$ cat config.mk
export PLATFORM = sky130hd
export DESIGN_NAME = datapath_unit
export DESIGN_NICKNAME = d
export VERILOG_FILES = /design/src/rtl/dp_pkg.sv /design/src/rtl/dp_alu.sv /design/src/rtl/datapath_unit.sv
export SDC_FILE = /design/constraint.sdc
export NUM_CORES = 1
export LEC_CHECK = 0
export CAP_MARGIN = 15
export CORE_ASPECT_RATIO = 0.7
export CORE_UTILIZATION = 65
export DETAILED_ROUTE_END_ITERATION = 8
export GPL_TIMING_DRIVEN = 0
export HOLD_SLACK_MARGIN = 0.12
export PLACE_DENSITY = 0.9
export RECOVER_POWER = 25
export SLEW_MARGIN = 10
export SYNTH_ARGS = -nofsm -noshare
export SYNTH_HDL_FRONTEND = slang
export SYNTH_HIERARCHICAL = 1
export SYNTH_SLANG_ARGS = --single-unit
export TNS_END_PERCENT = 50
$ cat constraint.sdc
create_clock -name clk -period 14.3 [get_ports clk]
set_input_delay 1.43 -clock clk [delete_from_list [all_inputs] [get_ports clk]]
set_output_delay 1.43 -clock clk [all_outputs]
set_load 0.01 [all_outputs]
$ cat src/rtl/dp_pkg.sv
// Shared types and constants for the datapath unit: ALU opcodes, FSM states and
// default sizes.
package dp_pkg;

  localparam int DP_DATA_WIDTH = 8;
  localparam int DP_ADDR_BITS  = 5;

  typedef enum logic [3:0] {
    OP_ADD   = 4'h0,
    OP_SUB   = 4'h1,
    OP_AND   = 4'h2,
    OP_OR    = 4'h3,
    OP_XOR   = 4'h4,
    OP_NOT   = 4'h5,
    OP_SHL   = 4'h6,
    OP_SHR   = 4'h7,
    OP_INC   = 4'h8,
    OP_DEC   = 4'h9,
    OP_PASSA = 4'hA,
    OP_PASSB = 4'hB,
    OP_EQ    = 4'hC,
    OP_LTU   = 4'hD,
    OP_MUL   = 4'hE,
    OP_NOP   = 4'hF
  } alu_op_e;

  typedef enum logic {
    DP_INIT  = 1'b0,
    DP_READY = 1'b1
  } dp_state_e;

endpackage

$ cat src/rtl/dp_alu.sv
// Combinational ALU for the datapath unit. The carry output exists only when
// DP_FLAGS_EN is defined.
module dp_alu
  import dp_pkg::*;
#(
  parameter int W = DP_DATA_WIDTH
) (
  input  logic [W-1:0] a,
  input  logic [W-1:0] b,
  input  alu_op_e      op,
  output logic [W-1:0] result
`ifdef DP_FLAGS_EN
  ,
  output logic         carry
`endif
);

  always_comb begin
    result = '0;
    case (op)
      OP_ADD:   result = a + b;
      OP_SUB:   result = a - b;
      OP_AND:   result = a & b;
      OP_OR:    result = a | b;
      OP_XOR:   result = a ^ b;
      OP_NOT:   result = ~a;
      OP_SHL:   result = {a[W-2:0], 1'b0};
      OP_SHR:   result = {1'b0, a[W-1:1]};
      OP_INC:   result = a + W'(1);
      OP_DEC:   result = a - W'(1);
      OP_PASSA: result = a;
      OP_PASSB: result = b;
      OP_EQ:    result = {{(W-1){1'b0}}, (a == b)};
      OP_LTU:   result = {{(W-1){1'b0}}, (a < b)};
      OP_MUL:   result = a * b;
      default:  result = '0;
    endcase
  end

`ifdef DP_FLAGS_EN
  logic [W-1:0] sum;
  assign sum = a + b;

  // A wrapped sum is smaller than either addend exactly when the add carried out.
  always_comb begin
    carry = 1'b0;
    case (op)
      OP_ADD:  carry = (sum < a);
      OP_SUB:  carry = (a < b);
      OP_INC:  carry = &a;
      OP_DEC:  carry = ~|a;
      OP_SHL:  carry = a[W-1];
      OP_SHR:  carry = a[0];
      default: carry = 1'b0;
    endcase
  end
`endif

endmodule

$ cat src/rtl/datapath_unit.sv
// Datapath unit: ALU, data memory with post-reset zeroing, and write-back mux.
// Define DP_FLAGS_EN to add the registered {N,C,Z} flags output.
module datapath_unit
  import dp_pkg::*;
#(
  parameter int DATA_WIDTH = DP_DATA_WIDTH,
  parameter int ADDR_BITS  = DP_ADDR_BITS
) (
  input  logic                  clk,
  input  logic                  rst,
  input  logic [DATA_WIDTH-1:0] operand1,
  input  logic [DATA_WIDTH-1:0] operand2,
  input  logic [DATA_WIDTH-1:0] offset,
  input  logic [3:0]            opcode,
  input  logic                  sel1,
  input  logic                  sel3,
  input  logic                  w_r,
  output logic [DATA_WIDTH-1:0] result2,
  output logic                  ready,
  output dp_state_e             dbg_state
`ifdef DP_FLAGS_EN
  ,
  output logic [2:0]            flags
`endif
);

  localparam int DEPTH = 1 << ADDR_BITS;

  // ready is a level status, not a handshake: once high, every edge consumes
  // the presented operation and result2 reflects it one edge later.
  dp_state_e state, state_nxt;
  logic [ADDR_BITS-1:0]  cnt;
  logic [ADDR_BITS-1:0]  addr;
  logic [DATA_WIDTH-1:0] mem [DEPTH];
  logic [DATA_WIDTH-1:0] alu_b, alu_res, alu_q, mem_q;
  alu_op_e               op;

  assign op    = alu_op_e'(opcode);
  assign alu_b = sel3 ? offset : operand2;
  // Only the low address bits matter, so the wrap falls out of the narrow add.
  assign addr  = operand1[ADDR_BITS-1:0] + offset[ADDR_BITS-1:0];

`ifdef DP_FLAGS_EN
  logic alu_carry;
  dp_alu #(.W(DATA_WIDTH)) u_alu (
    .a      (operand1),
    .b      (alu_b),
    .op     (op),
    .result (alu_res),
    .carry  (alu_carry)
  );
`else
  dp_alu #(.W(DATA_WIDTH)) u_alu (
    .a      (operand1),
    .b      (alu_b),
    .op     (op),
    .result (alu_res)
  );
`endif

  always_ff @(posedge clk) begin
    if (rst) state <= DP_INIT;
    else     state <= state_nxt;
  end

  always_comb begin
    state_nxt = state;
    case (state)
      DP_INIT:  if (&cnt) state_nxt = DP_READY;
      DP_READY: state_nxt = DP_READY;
      default:  state_nxt = DP_INIT;
    endcase
  end

  always_ff @(posedge clk) begin
    if (rst)                   cnt <= '0;
    else if (state == DP_INIT) cnt <= cnt + ADDR_BITS'(1);
  end

  // Memory has no reset; the INIT sweep zeroes it one word per cycle.
  always_ff @(posedge clk) begin
    if (!rst) begin
      if (state == DP_INIT)            mem[cnt]  <= '0;
      else if (state == DP_READY && w_r) mem[addr] <= operand2;
    end
  end

  always_ff @(posedge clk) begin
    if (rst) begin
      alu_q <= '0;
      mem_q <= '0;
    end else if (state == DP_READY) begin
      if (op != OP_NOP) alu_q <= alu_res;
      mem_q <= w_r ? operand2 : mem[addr];
    end
  end

`ifdef DP_FLAGS_EN
  always_ff @(posedge clk) begin
    if (rst)
      flags <= 3'b000;
    else if (state == DP_READY && op != OP_NOP)
      flags <= {alu_res[DATA_WIDTH-1], alu_carry, (alu_res == '0)};
  end
`endif

  assign result2   = sel1 ? alu_q : mem_q;
  assign ready     = (state == DP_READY);
  assign dbg_state = state;

endmodule
==> run_results.csv, run 1 <==
group,metric,value,unit
synth,synthCells,995,
floorplanning,num_rows,44,
synth,yosysMostFrequentCell,"edfxtp_1",
route,drtAntennaViolNets,0,
timing,worst_pin_slew,1.943,ns
setup_path,critical_path_required,14.70,ns
floorplanning,die_area,22510,um^2
synth,syn_area,14240,um^2
global_route,globalRoute.totalOverflow,0,
layout,multiInputGateArea,5643,um^2
placed_design,port_buffers,39,
power,total_power,0.001966,W
cts,cts_tree,"built",
power,p_per_area,124.1,nW/um^2
layout,final_nets,1164,
setup_path,reg2reg_depth,3,
synth,yosysWarnings,6,
floorplanning,pin_count,43,
cts,clk_pin_slew,0.07,ns
timing,holdWs,0.4853,ns
cts,clk_latency,0.55,ns
layout,post-route-util,0.7515,
timing,fmax,161.3,MHz
floorplanning,core,21090,um^2
synth,synth-main-ff-cell,"edfxtp_1",
setup_path,start_kind,"input port",
cts,cts.sink_count,278,
timing,fin_skew,0.02707,ns
cts,cts_resized,0,
cts,root_buffer,"clkbuf_16",
layout,area_growth,11.28,%
cts,cts_buffers,25,
min_path,min_path_cells,2,
synth,synth_commonest_cells,"edfxtp_1 (256), nor2_1 (95), mux4_2 (65)",
cts,htree_levels,1,
floorplanning,die_w,178.9,um
synth,synth_fp_nets,1097,
route,wl_per_cell,27.56,um
cts,cts_setup_buffers,0,
synth,synth_top_area_cell,"edfxtp_1",
setup_path,end_kind,"flip-flop",
synth,synthArstFlopShare,0,
min_path,holdCritPathClass,"reg2reg",
power,ir_worst_vdd,0.1357,mV
synth,synth_area_per_cell,14.31,um^2
run_status,violations,"capacitance limit, slew limit",
floorplanning,die_h,125.8,um
timing,period_minus_slack,6.202,ns
synth,ys_top_cells_by_area,"edfxtp_1 (54%), mux4_2 (10%), ha_1 (4.7%)",
synth,ys_types,75,
route,via_per_inst,6.895,
placed_design,post-dp-hpwl,26.13,mm
timing,max-slew-margin-rel,-0.2962,
route,routed-via-count,9357,
run,maxCapViolCount,5,
setup_path,cp_max_fo,7,
timing,finalCritPeriodShare,0.4337,
placed_design,globalplace.congestion,1.028,
route,finalWirelength,37.40,mm
floorplanning,initial_core_util,0.6754,
power,p_leak,5.270,nW
timing,drv_slew,165,
layout,num_antenna_cells,0,
cts,cts-hold-fix-buffers,0,
setup_path,cp.arrival,6.60,ns
layout,finalNonFillerCells,1357,
layout,nFillCells,1253,
timing,setup_viol,0,
timing,setup_tns,0,ns
run_status,outcome,"finished, violations left",
route,initialDrtViolationCount,1414,
synth,synth_enable_flop_cells,256,
route,drc,0,
layout,drive_gt1_frac,0.1526,
global_route,grt_antenna_before_repair,0,
layout,seq_area,8128,um^2
synth,ys_seq_area_frac,0.5708,
timing,finalHoldViolCount,0,
placed_design,dpl.cell_count,1311,
cts,ctsLongestPathBuffers,3,
setup_path,path_class,"in2reg",
timing,rsz0062_at_grt,"no",
synth,synth_top_area_frac,0.5398,
global_route,grt_pass1_vias,9122,
global_route,grt_max_degree,33,
synth,synth_seq_cells,278,
global_route,grt_pass1_wl,55.95,mm
route,first_pass_iters,6,
global_route,grt_use_total,0.3458,
==> where the power goes <==
part           leakage, nW  switching (W)  internal, W
Sequential            2.21     0.00000291     0.000880
Combinational         2.65       0.000230     0.000160
Clock                0.415       0.000295     0.000398
==> worst max-delay path: stages <==
cell and delay [ns]:
clkdlybuf4s50_1 0.48, mux2_2 0.31, buf_2 0.20, inv_1 0.22, nor2_1 0.10, fa_1 0.41
inv_1 0.08, fa_1 0.43, fa_1 0.51, fa_1 0.51, inv_1 0.05, ha_1 0.31
a21oi_1 0.21, xnor3_1 0.25, xnor3_1 0.56, nor3_1 0.11, a211o_1 0.23, mux2i_1 0.12
nor2_1 0.05
==> path summary, 6_finish.rpt <==
check                   start          to  slack [ns]
setup / recovery  operand2[2]    alu_q[7]        8.10
hold / removal       mem_q[2]    mem_q[2]        0.49
hold reg to reg      mem_q[2]    mem_q[2]        0.49
setup reg to reg    dbg_state  mem[16][1]       11.27
==> flip-flops by register name (all words and copies together), names as in the netlist <==
register	count
dbg_state	1
cnt	5
mem_q	8
mem	256
alu_q	8
==> through the flow <==
stage	worst slack, ns	instance area, um^2
detailed placement	7.665	15000
global placement	7.714	14980
global route	7.989	15850
floorplan	8.423	14240
CTS	8.189	15850
finish	8.098	15850
==> placed cells by master, fill, tap and decap left out, drive strengths merged, types with 9 or more instances in the layout <==
master | synthesis | layout
nor2 | 95 | 95
nor3 | 29 | 29
nand2 | 56 | 56
xnor2 | 24 | 24
inv | 50 | 52
a21oi | 23 | 23
fa | 15 | 15
clkbuf | 17 | 47
nand3 | 10 | 10
nand2b | 10 | 10
o21ai | 19 | 19
mux2i | 46 | 46
dfxtp | 22 | 22
xor2 | 12 | 12
mux4 | 65 | 65
clkinv | 2 | 12
buf | 32 | 33
o32ai | 14 | 14
a311oi | 9 | 9
edfxtp | 256 | 256
o22ai | 9 | 9
mux2 | 19 | 19
ha | 54 | 54
clkdlybuf4s50 | 0 | 36
==> routing by layer <==
metal  vias to the layer above  global-route usage  wire length (um)
li1                       3964                   -                 -
met1                      4638              0.5110             14900
met2                       651              0.4956             16340
met3                       104              0.1096              4985
met4                         0              0.1027              1169
met5                         -                   0                 0
==> final cells by class <==
type | count | area share
inverter | 52 | 0.01232
tap | 276 | 0.02179
multi-input combinational | 616 | 0.3561
sequential | 278 | 0.5129
buffer | 49 | 0.01737
clock inverter | 16 | 0.01248
timing repair buffer | 40 | 0.02637
clock buffer | 30 | 0.04066
==> kinds of logic after synthesis <==
kind of cell               share of synthesized area
AOI/OAI and AO/OA                            0.06792
xor gates and xnor gates                     0.02750
adders and majority gates                    0.06854
buffers and inverters                        0.03304
DFF                                           0.5708
muxes                                         0.1502
and+or+nand+nor                              0.08207
Note: power is estimated with default switching activity, not from simulation.
==> run 2: changes to the inputs <==
Settings changed: CORE_UTILIZATION 65 to 56, PLACE_DENSITY 0.9 to 0.82.
Clock period 14.3 ns to 5.2 ns, I/O delays scaled along.
==> run_results.csv, run 2 (same netlist as run 1, synthesis figures left out) <==
group,metric,value,unit
power,p_per_area,337.3,nW/um^2
run_status,violations,"DRC, capacitance limit, slew limit",
timing,period_minus_slack,4.898,ns
layout,finalNonFillerCells,1411,
setup_path,end_kind,"flip-flop",
route,initialDrtViolationCount,1480,
layout,largest_reg_flops,256,
layout,area_growth,11.81,%
cts,cts_buffers,26,
layout,stdcell_area,15920,um^2
route,drc,4,
floorplanning,die_area,26080,um^2
global_route,globalRoute.totalOverflow,0,
floorplanning,initial_core_util,0.5741,
cts,cts-hold-fix-buffers,0,
setup_path,cp.arrival,5.32,ns
placed_design,post-dp-hpwl,27.36,mm
global_route,grt_pass1_wl,57.37,mm
placed_design,placedInstanceArea,15060,um^2
layout,layout_common_cells,"edfxtp_1 (256), nor2_1 (95), mux4_2 (65), ha_1 (54), nand2_1 (53)",
placed_design,globalplace.congestion,1.005,
power,p_sw_frac,0.2737,
global_route,grt_max_degree,33,
layout,reg_top3,"mem: 256 flops, alu_q: 8 flops, mem_q: 8 flops",
cts,cts.sink_count,278,
timing,drv_slew,33,
global_route,grt_antenna_before_repair,0,
route,drtAntennaViolNets,0,
placed_design,port_buffers,39,
global_route,grt_pass1_vias,8894,
cts,htree_levels,1,
layout,final_nets,1168,
cts,cts_setup_buffers,0,
power,p_leak,5.251,nW
cts,clk_latency,0.56,ns
power,p_int,0.003900,W
cts,ctsLongestPathBuffers,3,
setup_path,start_kind,"input port",
power,pwr-share-clk,0.347,
timing,setup_viol,0,
timing,finalHoldViolCount,0,
timing,rsz0062_at_grt,"no",
placed_design,dpl.cell_count,1360,
floorplanning,core,24800,um^2
timing,worst_pin_slew,1.781,ns
power,combPwrFrac,0.201,
timing,max-slew-margin-rel,-0.1882,
run,maxCapViolCount,1,
cts,cts_tree,"built",
floorplanning,num_rows,48,
route,routed-via-count,9256,
min_path,holdCritPathClass,"in2reg",
route,wl_per_cell,27.52,um
cts,root_buffer,"clkbuf_16",
timing,fin_skew,0.02000,ns
power,p_sw,0.001470,W
layout,num_antenna_cells,0,
timing,finalCritPeriodShare,0.9419,
power,seqPwrFrac,0.452,
layout,drive_gt1_frac,0.1575,
route,first_pass_iters,7,
power,ir_worst_vdd,0.3501,mV
floorplanning,die_w,192.6,um
power,total_power,0.005370,W
floorplanning,die_h,135.4,um
floorplanning,pin_count,43,
setup_path,critical_path_required,5.63,ns
run_status,outcome,"finished, violations left",
layout,nFillCells,1777,
layout,layout_commonest_cell,"edfxtp_1",
route,via_per_inst,6.560,
route,finalWirelength,38.83,mm
timing,fmax,204.2,MHz
setup_path,path_class,"in2reg",
global_route,grt_use_total,0.3054,
setup_path,cp_max_fo,7,
cts,clk_pin_slew,0.08,ns
layout,regMostFlops,"mem",
-- run 2: cell types whose count changed in the layout (fill, tap and decap cells not counted), sizes merged --
cell	change
clkbuf	+8
inv	-2
bufinv	-2
buf	-2
dlygate4sd3	-1
dlygate4sd2	+1
clkinvlp	+3
-- run 2: path summary, 6_finish.rpt --
path                from         end  slack, ns  cells past startpoint
max          operand2[2]    alu_q[6]       0.30                     18
min                  rst    mem_q[5]       0.38                      2
max reg2reg    dbg_state  mem[28][0]       2.31                      3
min reg2reg     mem_q[3]    mem_q[3]       0.50                      2
-- run 2: final cells by class --
cell class                 count  area (um^2)  share of cell area
inverter                      52        198.9             0.01250
clock buffer                  33        676.9             0.04251
buffer                        49        275.3             0.01729
timing repair buffer          43        427.9             0.02688
sequential                   278         8128              0.5105
tap                          325        406.6             0.02554
multi-input combinational    616         5650              0.3549
clock inverter                15        157.7            0.009902
-- run 2: critical path: stages --
cell and delay, ns:
clkdlybuf4s50_1 0.48, mux2_2 0.31, buf_2 0.19, inv_2 0.15, nor2_1 0.08, fa_1 0.42
inv_1 0.09, fa_1 0.44, fa_1 0.53, fa_1 0.51, inv_1 0.06, ha_1 0.32
xor2_1 0.42, o32a_1 0.24, nand4b_1 0.13, a211o_1 0.24, mux2i_1 0.13, nor2_1 0.06
-- run 2: metal layers --
metal,GRT usage,share of wire,vias to the layer above
met5,0,0,-
met4,0.04593,0.013,0
met3,0.06449,0.11,52
met2,0.4514,0.45,577
met1,0.4754,0.42,4649
li1,-,-,3978
-- run 2: per-stage QoR --
stage | hold WS [ns] | worst slack [ns] | setup TNS (ns) | utilization
floorplan | 0.4575 | 0.2331 | 0 | -
global placement | 0.4698 | -0.4844 | -0.7939 | 0.6062
detailed placement | 0.4812 | -0.5486 | -0.9489 | 0.6073
CTS | 0.3671 | 0.05539 | 0 | 0.6411
global route | 0.3783 | 0.1106 | 0 | 0.6419
finish | 0.3786 | 0.3022 | 0 | 0.6419
-- run 2: power by group through the flow --
stage	Sequential, W	Clock (W)	Combinational, W
after floorplan	0.00247	0	0.000707
after global placement	0.00247	0	0.00102
after detailed placement	0.00248	0	0.00103
after CTS	0.00243	0.00187	0.00105
after global routing	0.00243	0.00195	0.00114
final	0.00243	0.00186	0.00108
-- run 2: what timing repair did --
action	CTS	global route
setup endpoints to repair	1	1
gates resized for setup	3	2
pin swaps	0	1
